$ cat src/rtl/rr_mux_arbiter.sv
// 4:1 round-robin arbitrating mux: grants one requester and registers its data plus 2-bit source code.
// Latency: one cycle from input handshake edge to out_valid/out_data/out_sel.
// Backpressure: out_ready=0 with a held transfer stalls the register; in_ready stays 0 until it drains.
module rr_mux_arbiter #(
  parameter int DATA_W = 8,
  parameter int CNT_W  = 16
) (
  input  logic                clk,
  input  logic                rst_n,
  input  logic [3:0]          in_valid,
  input  logic [4*DATA_W-1:0] in_data,
  output logic [3:0]          in_ready,
  output logic                out_valid,
  input  logic                out_ready,
  output logic [DATA_W-1:0]   out_data,
  output logic [1:0]          out_sel,
  output logic [CNT_W-1:0]    xfer_cnt
);

  // The output register's occupancy is the only FSM state.
  typedef enum logic {
    EMPTY = 1'b0,
    FULL  = 1'b1
  } state_t;

  state_t            state_q, state_d;
  logic [1:0]        last_grant_q, last_grant_d;
  logic [DATA_W-1:0] data_q, data_d;
  logic [1:0]        sel_q, sel_d;
  logic [CNT_W-1:0]  cnt_q, cnt_d;

  logic       load_en;
  logic       xfer;
  logic       any_vld;
  logic [1:0] grant;
  logic [1:0] cand;

  assign load_en = (state_q == EMPTY) | out_ready;
  assign xfer    = (state_q == FULL) & out_ready;

  // Round-robin search starting after the last grant; scanning farthest-first lets the nearest valid win.
  always_comb begin
    grant   = last_grant_q;
    any_vld = 1'b0;
    cand    = last_grant_q;
    for (int k = 4; k >= 1; k--) begin
      cand = last_grant_q + 2'(k);
      if (in_valid[cand]) begin
        grant   = cand;
        any_vld = 1'b1;
      end
    end
  end

  // Accept strobe: one-hot on the winner only when the register can take data and not in reset.
  always_comb begin
    in_ready = 4'b0000;
    if (rst_n && load_en && any_vld) begin
      in_ready = 4'b0001 << grant;
    end
  end

  // Next-state: count completed output transfers, load the winner whenever the register frees up.
  always_comb begin
    state_d      = state_q;
    data_d       = data_q;
    sel_d        = sel_q;
    last_grant_d = last_grant_q;
    cnt_d        = cnt_q;
    if (xfer) begin
      cnt_d = cnt_q + CNT_W'(1);
    end
    if (load_en) begin
      if (any_vld) begin
        state_d      = FULL;
        data_d       = in_data[32'(grant)*DATA_W +: DATA_W];
        sel_d        = grant;
        last_grant_d = grant;
      end else begin
        state_d = EMPTY;
      end
    end
  end

  // State registers with synchronous reset; channel 0 wins first after reset.
  always_ff @(posedge clk) begin
    if (!rst_n) begin
      state_q      <= EMPTY;
      data_q       <= '0;
      sel_q        <= 2'b00;
      last_grant_q <= 2'd3;
      cnt_q        <= '0;
    end else begin
      state_q      <= state_d;
      data_q       <= data_d;
      sel_q        <= sel_d;
      last_grant_q <= last_grant_d;
      cnt_q        <= cnt_d;
    end
  end

  assign out_valid = (state_q == FULL);
  assign out_data  = data_q;
  assign out_sel   = sel_q;
  assign xfer_cnt  = cnt_q;

endmodule

$ cat config.mk
export PLATFORM = sky130hd
export DESIGN_NAME = rr_mux_arbiter
export DESIGN_NICKNAME = d
export VERILOG_FILES = /design/src/rtl/rr_mux_arbiter.sv
export SDC_FILE = /design/constraint.sdc
export NUM_CORES = 1
export LEC_CHECK = 0
export ABC_AREA = 0
export CELL_PAD_IN_SITES_DETAIL_PLACEMENT = 0
export CELL_PAD_IN_SITES_GLOBAL_PLACEMENT = 1
export CORE_AREA = 2 2 60 91
export CTS_BUF_LIST = sky130_fd_sc_hd__clkbuf_2 sky130_fd_sc_hd__clkbuf_4 sky130_fd_sc_hd__clkbuf_8
export CTS_CLUSTER_SIZE = 10
export DETAILED_ROUTE_END_ITERATION = 16
export DIE_AREA = 0 0 62 93
export PLACE_DENSITY_LB_ADDON = 0.3
export SLEW_MARGIN = 0
export SYNTH_ARGS = -nofsm -noshare
export SYNTH_HDL_FRONTEND = slang
export SYNTH_SLANG_ARGS = --single-unit
export TNS_END_PERCENT = 50
$ cat constraint.sdc
create_clock -name clk -period 3.2 [get_ports clk]
set_input_delay 0.64 -clock clk [delete_from_list [all_inputs] [get_ports clk]]
set_output_delay 0.64 -clock clk [all_outputs]
set_load 0.03 [all_outputs]
==> impl_metrics.json <==
{
  "crit_type": "primary input to output pin",
  "drc": 0,
  "synth_adder_area_share_pct": 0.7391,
  "yosysWarningCount": 0,
  "min_path_cells": 2,
  "boundaryPins": 70,
  "holdPathEnd": "out_sel[1]",
  "synth_cells": 183,
  "timing.rr.end": "out_data[3]",
  "fillCellCount": 501,
  "postCtsResizedCells": 0,
  "ys_seq_area_share_pct": 34.29,
  "synthSimpleGateAreaFrac_pct": 30.01,
  "synth-seq-cells": 29,
  "grt_use_total_pct": 14.95,
  "powerDensity_mw_per_mm2": 409.6,
  "peakVddDrop_mv": 0.1731,
  "outcome": "completed",
  "path_max_fanout": 5,
  "rsz0062_at_grt": "false",
  "clk_pin_slew_worst_paths_ns": 0.06,
  "htreeDepth": 2,
  "numClockSinks": 29,
  "required_ns": 2.56,
  "num_vias": 1563,
  "max_stage_delay_ns": 0.49,
  "drt_wl_total_um": 4090,
  "grt_busiest_layer": "met2",
  "ant_nets": 0,
  "coreArea_mm2": 0.005005,
  "synth_nets": 223,
  "antenna_found_initial": 0,
  "design_area_mm2": 0.002514,
  "synth_commonest_cells": "29 x dfxtp_1, 16 x and2_1, 16 x and3_1, 16 x nand3_1, 11 x nand2_1",
  "num-nets-final": 295,
  "grt_use_met1_pct": 17.53,
  "path_cells": "clkdlybuf4s50_1 > nor4_1 > and2b_1 > nand2_1 > nor3_1 > buf_4",
  "synth-edff-count": 0,
  "timing.setup.tns_ns": 0,
  "fin_util_pct": 50.22,
  "via_per_inst": 4.839,
  "clockBufferDepth": 2,
  "syn_to_final_growth_pct": 48.48,
  "reg2reg_depth": 7,
  "synthArstFlopShare_pct": 0,
  "critPathCaptureType": "output pin",
  "dp_hpwl_um": 3151,
  "grt_pass1_wl_um": 6617,
  "post_cts_buffers": 0,
  "die_w_um": 62,
  "min_period_over_period_pct": 89.58,
  "yosys.cell_count.top_type": "dfxtp_1",
  "cts_root_buf": "clkbuf_8",
  "synthMuxAreaShare_pct": 0,
  "fin_ws_ns": 0.3335,
  "worst_pin_slew_ns": 0.4627,
  "place_area_mm2": 0.002424,
  "clock.fmax_ghz": 0.3489,
  "finalHoldViolCount": 0,
  "power_mw": 1.030,
  "synth-xor-area-share_pct": 7.243,
  "clkLatencyLatePin_ns": 0.27,
  "overflow": 0,
  "pre_cts_ws_ns": 0.3291,
  "num_rows": 32,
  "layout.cells.non_filler": 323,
  "yosysTopAreaCell": "dfxtp_1",
  "worst_hold_slack_ns": 0.4748,
  "synth_compound_area_share_pct": 22.54,
  "crit_arrival_ns": 2.23,
  "synth_area_leaders": "dfxtp_1 34%, a211oi_2 6.7%, and2_1 5.9%, and3_1 5.9%, o31ai_2 5.9%",
  "cpLargestDelayFamily": "simple AND/OR/NAND/NOR gates",
  "die_h_um": 93,
  "path_buf_inv": 2,
  "cts_hold_buf": 0,
  "setup_violations": 0,
  "cp_slowest_cell": "clkdlybuf4s50_1",
  "drt_iter0_drc": 65,
  "power.leakage_nw": 0.9479,
  "slew_viol_final": 0,
  "ys_types": 36,
  "portBuffers": 69,
  "grt_use_met2_pct": 24.65,
  "max_cap_violations": 0,
  "synth_area_mm2": 0.001693,
  "drt_pre_antenna_iters": 6,
  "hold_class": "register to register",
  "regArea_um2": 580.6,
  "slew_headroom_pct": 69.15,
  "cts_inserted_buffers": 5,
  "grt_pass1_vias": 1511,
  "grt_max_degree": 30,
  "avgSynthCellArea_um2": 9.251,
  "synth_ff_type": "dfxtp_1",
  "synth_top_area_share_pct": 34.29,
  "cts_tree": "built",
  "rrSetupSlack_ns": 1.46,
  "die-area_mm2": 0.005766,
  "hp-start": "out_sel[1]",
  "gp_congestion": 0.7330,
  "period_needed_ns": 2.867,
  "use_met3_pct": 5.118,
  "dp_cells": 316,
  "startpoint_type": "primary input",
  "start_util_pct": 33.83,
  "synth_top_family_by_area": "simple AND/OR/NAND/NOR gates",
  "drive_above_1_share_pct": 16.47,
  "wl_per_cell_um": 12.66,
  "fin_worst_skew_ns": 0.003102,
  "antenna_cells": 0,
  "multi_input_area_mm2": 0.001025,
  "r2r-start": "last_grant_q[0]"
}
## cell families (layout without fill, tap and decap cells)
| group | Yosys count | count (layout) |
|---|---|---|
| DFF | 29 | 29 |
| and+or+nand+nor | 89 | 89 |
| buffers and inverters | 12 | 84 |
| xor gates and xnor gates | 14 | 14 |
| adders and majority gates | 1 | 1 |
| AOI/OAI and AO/OA | 38 | 38 |
## flip-flops by register name, indices dropped and copies added, names as in the netlist
| name | flops |
|---|---|
| out_sel | 2 |
| xfer_cnt | 16 |
| out_valid | 1 |
| out_data | 8 |
| last_grant_q | 2 |
## layer usage
metal | vias to the layer above | routed length, um | part of all wire [%]
li1 | 810 | - | -
met5 | - | 0 | 0
met3 | 2 | 312 | 7.6
met2 | 57 | 2020 | 49
met1 | 694 | 1723 | 42
met4 | 0 | 34 | 0.83
## final cells by class
type                    count  share of cell area, %
clock buffers               7                  3.584
multi-input cells         142                  40.77
inverters                   2                 0.2987
well taps                  68                  3.385
repair buffers             75                  28.87
flip-flops and latches     29                  23.10
## how the worst max path moves through the flow
stage,start,end,slack (ns),depth (start not counted)
after floorplan,in_valid[3],in_ready[0],0.48,5
after CTS,in_valid[1],in_ready[1],0.32,6
after global routing,in_valid[1],in_ready[3],0.21,6
final,in_valid[0],in_ready[1],0.33,6
after global placement,in_valid[3],in_ready[0],0.38,6
after detailed placement,in_valid[1],in_ready[1],0.33,6
## worst register-to-register path, delay by kind of cell, from the launching register on
family | cells | cell delay (ns)
compound gates | 3 | 0.57
buf+inv | 2 | 0.45
flops | 1 | 0.34
simple gates | 2 | 0.28
## placed cells by master, fill, tap and decap left out, types with 5 or more instances in the layout
cell,synthesis,routed
nor2_1,5,5
a211oi_2,9,9
and2_1,16,16
nand3_1,16,16
a211oi_1,7,7
nand2_1,11,11
xnor2_1,10,10
nor3_1,8,8
buf_4,1,10
and3_1,16,16
o31ai_2,8,8
clkdlybuf4s50_1,0,65
clkbuf_8,0,6
dfxtp_1,29,29
## where the power goes
group / switching [mW] / total, mW / internal, mW
logic: 0.169 / 0.325 / 0.156
clock network: 0.122 / 0.300 / 0.179
registers: 0.0186 / 0.404 / 0.385
total: 0.310 / 1.03 / 0.720
(Power assumes the default switching activity.)
